===== src/rtl/stack_pkg.sv =====
// Shared definitions for the hardware stack controller.
// Holds the controller state encoding, the operation encoding, the per-op
// word counts, the default stack geometry, and small decode helpers.
package stack_pkg;

  // Default stack geometry: 10-bit address, empty stack at the top word.
  localparam int DEF_ADDR_W  = 10;
  localparam int DEF_SP_INIT = (1 << DEF_ADDR_W) - 1;

  // Controller states; busy is asserted in every state except ST_IDLE.
  typedef enum logic [1:0] {
    ST_IDLE     = 2'd0,
    ST_PUSH     = 2'd1,
    ST_POP_RD   = 2'd2,
    ST_POP_LAST = 2'd3
  } state_e;

  // Operation latched at accept time.
  typedef enum logic [2:0] {
    OP_NONE = 3'd0,
    OP_PUSH = 3'd1,
    OP_POP  = 3'd2,
    OP_CALL = 3'd3,
    OP_RET  = 3'd4,
    OP_INT  = 3'd5,
    OP_RTI  = 3'd6
  } op_e;

  // Number of 16-bit words each operation moves.
  localparam logic [1:0] WORDS_PUSH = 2'd1;
  localparam logic [1:0] WORDS_POP  = 2'd1;
  localparam logic [1:0] WORDS_CALL = 2'd2;
  localparam logic [1:0] WORDS_RET  = 2'd2;
  localparam logic [1:0] WORDS_INT  = 2'd3;
  localparam logic [1:0] WORDS_RTI  = 2'd3;

  function automatic logic [1:0] op_words(input op_e op);
    case (op)
      OP_PUSH: return WORDS_PUSH;
      OP_POP:  return WORDS_POP;
      OP_CALL: return WORDS_CALL;
      OP_RET:  return WORDS_RET;
      OP_INT:  return WORDS_INT;
      OP_RTI:  return WORDS_RTI;
      default: return 2'd0;
    endcase
  endfunction

  // True for operations that write to the stack (grow it downwards).
  function automatic logic op_is_push(input op_e op);
    return (op == OP_PUSH) || (op == OP_CALL) || (op == OP_INT);
  endfunction

endpackage


===== src/rtl/sp_reg.sv =====
// Stack pointer register: ADDR_W-bit up/down counter.
// Ports: clk_i clock; rst_ni synchronous active-low reset (loads SP_INIT);
//        en_i count enable; up_i direction (1 = +1, 0 = -1); sp_o pointer.
// Arithmetic is modulo 2^ADDR_W.
module sp_reg
  import stack_pkg::*;
#(
  parameter int ADDR_W  = DEF_ADDR_W,
  parameter int SP_INIT = (1 << ADDR_W) - 1
) (
  input  logic              clk_i,
  input  logic              rst_ni,
  input  logic              en_i,
  input  logic              up_i,
  output logic [ADDR_W-1:0] sp_o
);

  logic [ADDR_W-1:0] sp_d;
  logic [ADDR_W-1:0] sp_q;

  // Next pointer value: hold, increment or decrement.
  always_comb begin
    sp_d = sp_q;
    if (en_i) begin
      if (up_i) begin
        sp_d = sp_q + ADDR_W'(1);
      end else begin
        sp_d = sp_q - ADDR_W'(1);
      end
    end else begin
      sp_d = sp_q;
    end
  end

  // Pointer register with synchronous reset to the empty-stack value.
  always_ff @(posedge clk_i) begin
    if (!rst_ni) begin
      sp_q <= ADDR_W'(SP_INIT);
    end else begin
      sp_q <= sp_d;
    end
  end

  assign sp_o = sp_q;

endmodule


===== src/rtl/stack_ctrl.sv =====
// Hardware stack controller for push/pop/call/ret/int/rti.
// Inputs : clk, rst (sync active-low), six op requests (sampled in IDLE),
//          data_in (push word), pc_in (return PC), flags_in (CCR),
//          mem_rdata (valid the cycle after mem_re).
// Outputs: mem_addr/mem_we/mem_re/mem_wdata to the stack RAM, sp, busy,
//          done/err one-cycle pulses, popped data_out/pc_out/flags_out.
// Stack grows down: sp points at the next free word.
module stack_ctrl
  import stack_pkg::*;
#(
  parameter int ADDR_W  = DEF_ADDR_W,
  parameter int SP_INIT = (1 << ADDR_W) - 1
) (
  input  logic              clk,
  input  logic              rst,
  input  logic              push_req,
  input  logic              pop_req,
  input  logic              call_req,
  input  logic              ret_req,
  input  logic              int_req,
  input  logic              rti_req,
  input  logic [15:0]       data_in,
  input  logic [31:0]       pc_in,
  input  logic [3:0]        flags_in,
  output logic [ADDR_W-1:0] mem_addr,
  output logic              mem_we,
  output logic              mem_re,
  output logic [15:0]       mem_wdata,
  input  logic [15:0]       mem_rdata,
  output logic [ADDR_W-1:0] sp,
  output logic              busy,
  output logic              done,
  output logic              err,
  output logic [15:0]       data_out,
  output logic [31:0]       pc_out,
  output logic [3:0]        flags_out
);

  typedef logic [ADDR_W:0] spx_t;
  localparam logic [ADDR_W-1:0] SP_INIT_V = ADDR_W'(SP_INIT);

  state_e            state_q;
  op_e               op_q;
  op_e               req_op_s;
  logic [1:0]        req_n_s;
  logic [2:0][15:0]  req_words_s;
  logic              fits_s;
  logic [2:0][15:0]  words_q;
  logic [1:0][15:0]  cap_q;
  logic [1:0]        idx_q;
  logic [1:0]        left_q;
  logic              first_q;
  logic [ADDR_W-1:0] mem_addr_q;
  logic              mem_we_q;
  logic              mem_re_q;
  logic [15:0]       mem_wdata_q;
  logic              done_q;
  logic              err_q;
  logic [15:0]       data_q;
  logic [31:0]       pc_q;
  logic [3:0]        flags_q;
  logic [15:0]       res_data_s;
  logic [31:0]       res_pc_s;
  logic [3:0]        res_flags_s;
  logic [ADDR_W-1:0] sp_s;
  logic              sp_en_s;
  logic              sp_up_s;

  // sp moves once per PUSH write cycle (down) and once per read cycle (up).
  assign sp_en_s = (state_q == ST_PUSH) || (state_q == ST_POP_RD);
  assign sp_up_s = (state_q == ST_POP_RD);

  sp_reg #(
    .ADDR_W (ADDR_W),
    .SP_INIT(SP_INIT)
  ) u_sp_reg (
    .clk_i (clk),
    .rst_ni(rst),
    .en_i  (sp_en_s),
    .up_i  (sp_up_s),
    .sp_o  (sp_s)
  );

  // Request arbitration, word list in push order and stack-space check.
  always_comb begin
    req_op_s    = OP_NONE;
    req_words_s = '0;
    if (int_req) begin
      req_op_s = OP_INT;
    end else if (rti_req) begin
      req_op_s = OP_RTI;
    end else if (ret_req) begin
      req_op_s = OP_RET;
    end else if (call_req) begin
      req_op_s = OP_CALL;
    end else if (pop_req) begin
      req_op_s = OP_POP;
    end else if (push_req) begin
      req_op_s = OP_PUSH;
    end else begin
      req_op_s = OP_NONE;
    end
    req_n_s = op_words(req_op_s);
    case (req_op_s)
      OP_PUSH: req_words_s[0] = data_in;
      OP_CALL: begin
        req_words_s[0] = pc_in[15:0];
        req_words_s[1] = pc_in[31:16];
      end
      OP_INT: begin
        req_words_s[0] = {12'h000, flags_in};
        req_words_s[1] = pc_in[15:0];
        req_words_s[2] = pc_in[31:16];
      end
      default: req_words_s = '0;
    endcase
    // Widened compare so sp+1 at the top of memory does not wrap.
    if (op_is_push(req_op_s)) begin
      fits_s = (spx_t'(sp_s) + spx_t'(1)) >= spx_t'(req_n_s);
    end else begin
      fits_s = spx_t'(SP_INIT_V - sp_s) >= spx_t'(req_n_s);
    end
  end

  // Final pop result: the last word comes straight from mem_rdata so the
  // results are already valid in the POP_LAST (done) cycle.
  always_comb begin
    res_data_s  = data_q;
    res_pc_s    = pc_q;
    res_flags_s = flags_q;
    case (op_q)
      OP_POP: res_data_s = mem_rdata;
      OP_RET: res_pc_s   = {cap_q[0], mem_rdata};
      OP_RTI: begin
        res_pc_s    = {cap_q[0], cap_q[1]};
        res_flags_s = mem_rdata[3:0];
      end
      default: res_data_s = data_q;
    endcase
  end

  // Controller FSM with registered memory strobes and status pulses.
  always_ff @(posedge clk) begin
    if (!rst) begin
      state_q     <= ST_IDLE;
      op_q        <= OP_NONE;
      words_q     <= '0;
      cap_q       <= '0;
      idx_q       <= 2'd0;
      left_q      <= 2'd0;
      first_q     <= 1'b0;
      mem_addr_q  <= '0;
      mem_we_q    <= 1'b0;
      mem_re_q    <= 1'b0;
      mem_wdata_q <= 16'h0000;
      done_q      <= 1'b0;
      err_q       <= 1'b0;
      data_q      <= 16'h0000;
      pc_q        <= 32'h0000_0000;
      flags_q     <= 4'h0;
    end else begin
      done_q   <= 1'b0;
      err_q    <= 1'b0;
      mem_we_q <= 1'b0;
      mem_re_q <= 1'b0;
      case (state_q)
        ST_IDLE: begin
          // The err cycle acts as the handshake: the still-held request
          // that caused it is not accepted a second time.
          if ((req_op_s != OP_NONE) && !err_q) begin
            op_q    <= req_op_s;
            words_q <= req_words_s;
            if (!fits_s) begin
              err_q <= 1'b1;
            end else if (op_is_push(req_op_s)) begin
              state_q     <= ST_PUSH;
              mem_we_q    <= 1'b1;
              mem_addr_q  <= sp_s;
              mem_wdata_q <= req_words_s[0];
              idx_q       <= 2'd1;
              left_q      <= req_n_s - 2'd1;
              done_q      <= (req_n_s == 2'd1);
            end else begin
              state_q    <= ST_POP_RD;
              mem_re_q   <= 1'b1;
              mem_addr_q <= sp_s + ADDR_W'(1);
              idx_q      <= 2'd0;
              left_q     <= req_n_s - 2'd1;
              first_q    <= 1'b1;
            end
          end
        end
        ST_PUSH: begin
          if (left_q != 2'd0) begin
            mem_we_q    <= 1'b1;
            mem_addr_q  <= sp_s - ADDR_W'(1);
            mem_wdata_q <= words_q[idx_q];
            idx_q       <= idx_q + 2'd1;
            left_q      <= left_q - 2'd1;
            done_q      <= (left_q == 2'd1);
          end else begin
            state_q     <= ST_IDLE;
            mem_addr_q  <= '0;
            mem_wdata_q <= 16'h0000;
          end
        end
        ST_POP_RD: begin
          first_q <= 1'b0;
          // From the second read cycle on, mem_rdata holds the previous read.
          if (!first_q) begin
            cap_q[idx_q[0]] <= mem_rdata;
            idx_q           <= idx_q + 2'd1;
          end
          if (left_q != 2'd0) begin
            mem_re_q   <= 1'b1;
            mem_addr_q <= sp_s + ADDR_W'(2);
            left_q     <= left_q - 2'd1;
          end else begin
            state_q    <= ST_POP_LAST;
            mem_addr_q <= '0;
            done_q     <= 1'b1;
          end
        end
        ST_POP_LAST: begin
          data_q  <= res_data_s;
          pc_q    <= res_pc_s;
          flags_q <= res_flags_s;
          state_q <= ST_IDLE;
        end
        default: state_q <= ST_IDLE;
      endcase
    end
  end

  assign mem_addr  = mem_addr_q;
  assign mem_we    = mem_we_q;
  assign mem_re    = mem_re_q;
  assign mem_wdata = mem_wdata_q;
  assign sp        = sp_s;
  assign busy      = (state_q != ST_IDLE);
  assign done      = done_q;
  assign err       = err_q;
  assign data_out  = (state_q == ST_POP_LAST) ? res_data_s  : data_q;
  assign pc_out    = (state_q == ST_POP_LAST) ? res_pc_s    : pc_q;
  assign flags_out = (state_q == ST_POP_LAST) ? res_flags_s : flags_q;

endmodule


===== config.mk =====
export PLATFORM = sky130hd
export DESIGN_NAME = stack_ctrl
export DESIGN_NICKNAME = d
export VERILOG_FILES = /design/src/rtl/stack_pkg.sv /design/src/rtl/sp_reg.sv /design/src/rtl/stack_ctrl.sv
export SDC_FILE = /design/constraint.sdc
export NUM_CORES = 1
export LEC_CHECK = 0
export ABC_AREA = 1
export BUFFER_PORTS_ARGS = -buffer_cell sky130_fd_sc_hd__buf_2
export CAP_MARGIN = 10
export CORE_UTILIZATION = 30
export CTS_CLUSTER_DIAMETER = 60
export DETAILED_ROUTE_END_ITERATION = 6
export PLACE_DENSITY = 0.44
export SYNTH_ARGS = -nofsm -noshare
export SYNTH_HDL_FRONTEND = slang
export SYNTH_SLANG_ARGS = --single-unit

===== constraint.sdc =====
create_clock -name clk -period 3.6 [get_ports clk]
set_input_delay 0.9 -clock clk [delete_from_list [all_inputs] [get_ports clk]]
set_output_delay 0.9 -clock clk [all_outputs]
set_load 0.02 [all_outputs]

# Word level (Yosys, flattened, before mapping)
# Cells that the tools add are included.
word_totals:
  ff_bits: 182
  in_bits: 76
op_classes:
  bitwise: 1
  muxes: 70
  n_lt_le_gt_ge: 5
  add_sub_neg: 8
  n_eq_ne: 23
  reduce_logical: 27
ops:
  columns: ["op", "count"]
  rows:
  - ["$mux W16", 9]
  - ["$pmux W16 S2", 2]
  - ["$pmux W32 S2", 1]
  - ["$mux W10", 6]
  - ["$pmux W16 S3", 1]
  - ["$bmux W16 S2", 1]
  - ["$bwmux W32", 1]
  - ["$mux W32", 1]
  - ["$pmux W10 S3", 1]
  - ["$mux W2", 14]
  - ["$ge A11 B2 Y1", 2]
  - ["$mux W1", 19]
  - ["$demux W16 S1", 1]
  - ["$reduce_and A4 Y1", 4]
  - ["$eq A3 B3 Y1 const B", 5]
  - ["$ne A2 B2 Y1 const B", 7]
  - ["$pmux W2 S3", 2]
  - ["$add A10 B1 Y11 const B", 1]
  - ["$sub A10 B10 Y11 const A", 1]
  - ["$add A10 B1 Y10 const B", 1]
  - ["$add A10 B2 Y10 const B", 1]
  - ["$reduce_bool A2 Y1", 5]
  - ["$sub A10 B1 Y10 const B", 1]
  - ["$eq A3 B2 Y1 const B", 3]
  - ["25 further kinds", 44]

# Depth between registers and ports, before layout
logic_depth:
  word_depth: 14
  mapped_depth: 22
  mapped_depth_nobuf: 21

# Cells and area by module
# Synthesis repeated with hierarchy kept, for this count alone.
unflattened:
  cells_unflattened: 1450
  area_unflattened_um2: 9809.4
modules_own_cells:
  columns: ["module", "area_each_um2", "seq_area_each_um2", "cells_per_inst", "n_inst"]
  rows:
  - ["stack_ctrl", 9013.6, 3443.3, 1332, 1]
  - ["sp_reg", 795.8, 200.2, 118, 1]

# Worst setup path before layout
# Ideal clock, no wire load.
synth_timing:
  path_type: "input to register"
  start: "in call_req"
  end: "reg mem_wdata_q[10], in the netlist mem_wdata[10]"
  arrival_ns: 3.164
  path_slack_ns: 0.326
  n_path_buf: 1
  stages: 21
  cell_sequence: "o21bai_1 a21oi_1 inv_1 ha_1 nor3_1 o21ai_0 inv_1 ha_1 a21oi_1 nand2_1 nor2_1 nand3_1 nor2_2 nand3_2 nand2_2 nand2_4 nand3_4 buf_6 nand2_1 inv_1 nor2_1"
synth_between:
  elab_chain_cells: 11
  elab_cells_between_ends: 30
synth_lines:
  columns: ["element", "line_no", "text"]
  rows:
  - ["from (decl)", "stack_ctrl.sv:18", "input logic call_req,"]
  - ["$mux W2 *", "stack_ctrl.sv:94", "end else if (call_req) begin"]
  - ["$mux W3 *", "stack_ctrl.sv:92", "end else if (ret_req) begin"]
  - ["$mux W3 *", "stack_ctrl.sv:90", "end else if (rti_req) begin"]
  - ["$mux W3 *", "stack_ctrl.sv:88", "if (int_req) begin"]
  - ["named net req_op_s[0]", "stack_ctrl.sv:44", "op_e req_op_s;"]
  - ["$eq A3 B3 Y1 (tied with other cells)", "stack_pkg.sv:38, stack_pkg.sv:51, stack_ctrl.sv:104", null]
  - ["$reduce_or A2 Y1 (no line)", null, null]
  - ["$pmux W2 S3", "stack_pkg.sv:38", "case (op)"]
  - ["$ge A11 B2 Y1, on equally long branches", "stack_ctrl.sv:121, stack_ctrl.sv:119", null]
  - ["$mux W1", "stack_ctrl.sv:118", "if (op_is_push(req_op_s)) begin"]
  - ["$ne A2 B2 Y1 (no line)", null, null]
  - ["$reduce_and A4 Y1 (no line)", null, null]
  - ["to (signal assigned)", "stack_ctrl.sv:179", "mem_wdata_q <= req_words_s[0];"]
  - ["to (signal assigned)", "stack_ctrl.sv:197", "mem_wdata_q <= words_q[idx_q];"]
  - ["to (decl)", "stack_ctrl.sv:56", "logic [15:0] mem_wdata_q;"]
# Mark *: on every way through the listed nets, which the timed path passes. The rest lies on a longest branch. The select of a mux whose other input is x is not followed.
# A chain may end at the register's enable or synchronous reset.

# Worst setup path after layout
layout_timing:
  start: "in call_req"
  end: "reg mem_wdata_q[0], in the netlist mem_wdata[0]"
# The elaborated chain is that of the path after synthesis.

==> impl_metrics.ini <==
[place]
globalplace.congestion = 0.837
hpwl_um = 21700
post-place-ws_ns = -0.127
io_buffers = 168

[cells_and_area]
mostFrequentLayoutCells = nand2_1, dfxtp_1, inv_1
seq_area_mm2 = 0.00364
num-nets-final = 1602
multi_input_area_mm2 = 0.00459
area_delta_synth_final_pct = 20.4
drive_gt1_frac = 0.190
layout_commonest_cell = nand2_1
diodes = 0
fillCellCount = 3371

[worst_hold_path]
min_path_type = flop to flop

[clock_tree]
clock_latency_ns = 0.44
cts-hold-fix-buffers = 0
cts_sinks = 182
clockBufferDepth = 2
cts_buffers = 17
cts-root-buf = clkbuf_16
h-tree-depth = 4
cts_setup_buffers = 0
cts.clk_slew.worst_paths_ns = 0.08
cts_resized = 0
tritoncts = done

[route]
drtIter0Drc = 743
met2WireLength_um = 14000
antenna_left = 0
wl_met1_um = 15100
wl_per_cell_um = 16.4
routed.top_layer = met4
firstDrtPassIters = 5
wirelength_um = 31300
dr_total_vias = 9198
drc = 0
wl_met3_um = 1660
viasPerCell = 4.81

[yosys]
synth-main-ff-cell = dfxtp_1
ys_seq_elements = 182
syn_area_mm2 = 0.00933
syn-instance-count = 1361
syn_avg_cell_area_um2 = 6.85
ys_seq_area_frac = 0.391
synth_cell_types = 41
synthArstFlopShare = 0
yosysWarnings = 0
synth_edf_count = 0
synth.net_count = 1458

[timing]
period_minus_slack_ns = 3.26
slew_viol_final = 0
finClkSkew_ns = 0.00874
timing.final.crit_share = 0.907
worst_pin_slew_ns = 0.811
rsz0062_at_grt = false
fin_ws_ns = 0.335
slew_headroom = 0.459
fin_setup_tns_ns = 0
finalHoldViolations = 0
fmax_ghz = 0.306
setup_viol = 0

[worst_setup_path]
slowest_stage = ha_1
r2r_start = u_sp_reg.sp_o[0]
setup.worst_path.end = mem_wdata[0]
r2r_slack_ns = 0.88
path_class = primary input to flop
worstPathArrival_ns = 3.61
reg2reg_to = mem_wdata[0]
critPathMaxFanout = 18
crit_top_cell = inv_1
cpPeakStageDelay_ns = 0.27
path_cells = buf_2, o21bai_1, a21oi_1, inv_1, ha_1, nor3_1, o21ai_0, inv_1, ha_1, a21oi_1, nand2_1, nor2_1, nand3_1, nor2_2, nand3_2, nand2_2, nand2_4, nand3_2, nand2_1, inv_1, nor2_1
cp-end-kind = flop
cp.required_ns = 3.94
startpoint = call_req
rr_worst_depth = 15
critPathLaunchType = primary input

[floorplan]
die_w_um = 178
die_h_um = 178
dieArea_mm2 = 0.0318
initial_utilization = 0.305
ioPinCount = 169
rows = 64
core_area_mm2 = 0.0306

[power]
power_density_mw_per_mm2 = 792
p_leak_nw = 5.45
ir_drop_v = 0.000449

[grt]
overflow = 0
track_usage = 0.199
grt_pass1_wl_um = 48600
grt_pass1_vias = 8613
grt_max_degree = 65
antenna_found_initial = 0

[outcome]
status = finished clean

[flow_run]
maxCapViolCount = 0
## Yosys cell counts, drive strengths merged (4+ instances only)
master  number  share of area
nand2      244           0.10
a221oi      17          0.016
a211oi      17          0.014
nand4       23          0.015
and2        16          0.011
o211ai      10         0.0086
clkbuf      62          0.025
nor2       131          0.055
nand3       65          0.037
a21oi      148          0.079
o21bai       4         0.0036
o21ai      153          0.083
or2         16          0.011
nor3         6         0.0044
a31oi       17          0.011
xor2         8         0.0075
ha          21          0.028
dfxtp      182           0.39
inv        188          0.076
buf         22          0.016
clkinv       4         0.0016
## registers in the layout (all words and copies together) (netlist names), 2 cells and up
| register | count |
|---|---|
| cap_q | 32 |
| data_q | 16 |
| flags_q | 4 |
| idx_q | 2 |
| left_q | 2 |
| mem_addr | 10 |
| mem_wdata | 16 |
| op_q | 3 |
| pc_q | 32 |
| state_q | 2 |
| u_sp_reg.sp_o | 10 |
| words_q | 48 |
## critical path, delay by kind of cell
kind	cells	cell delay [ns]
compound gates	4	0.61
buf+inv	4	0.43
simple gates	11	1.15
fa+ha+maj	2	0.50
## where the power goes
part / switching (mW) / leakage [nW] / internal, mW
sequential: 0.333 / 1.49 / 2.50
clock: 0.950 / 0.279 / 0.930
combinational: 2.80 / 3.69 / 1.38
total: 4.08 / 5.45 / 4.80
## stage by stage
stage / cell area, um^2 / cells / util / power [mW] / hold WS (ns)
floorplan: 9330 / 1361 / - / 5.76 / 0.420
global placement: 10600 / 1881 / 0.348 / 7.05 / 0.434
detailed placement: 10600 / 1881 / 0.348 / 7.04 / 0.436
CTS: 11200 / 1913 / 0.367 / 8.96 / 0.448
global route: 11200 / 1914 / 0.367 / 9.65 / 0.459
finish: 11200 / 1914 / 0.367 / 8.89 / 0.442
## kinds of logic after synthesis
family / synth area share
AND/OR/NAND/NOR: 0.235
AO/OA/AOI/OAI: 0.219
buffers and inverters: 0.118
flip-flops: 0.391
adder cells (fa/ha/maj): 0.0282
XOR/XNOR: 0.00845
## worst min path at each step
| stage | slack [ns] | endpoint | cells after the start | startpoint |
|---|---|---|---|---|
| 2_1_floorplan | 0.42 | cap_q[0] | 2 | cap_q[0] |
| 3_3_place_gp | 0.43 | cap_q[31] | 2 | cap_q[31] |
| 5_1_grt | 0.46 | cap_q[19] | 2 | cap_q[19] |
| 4_1_cts | 0.45 | cap_q[11] | 2 | cap_q[11] |
| 6_report | 0.44 | cap_q[10] | 2 | cap_q[10] |
| 3_5_place_dp | 0.44 | cap_q[8] | 2 | cap_q[8] |
## cell type report
| class | count | area share |
|---|---|---|
| inverter | 192 | 0.0642 |
| timing repair buffer | 208 | 0.106 |
| clock inverter | 15 | 0.0135 |
| tap | 396 | 0.0441 |
| multi-input combinational | 904 | 0.409 |
| sequential | 182 | 0.325 |
| clock buffer | 17 | 0.0379 |
## metal layers
metal	global-route usage	vias up
met1	0.276	4218
met5	0	-
met2	0.311	225
met4	0.0579	0
li1	-	4725
met3	0.0360	30
(Power assumes the default switching activity.)
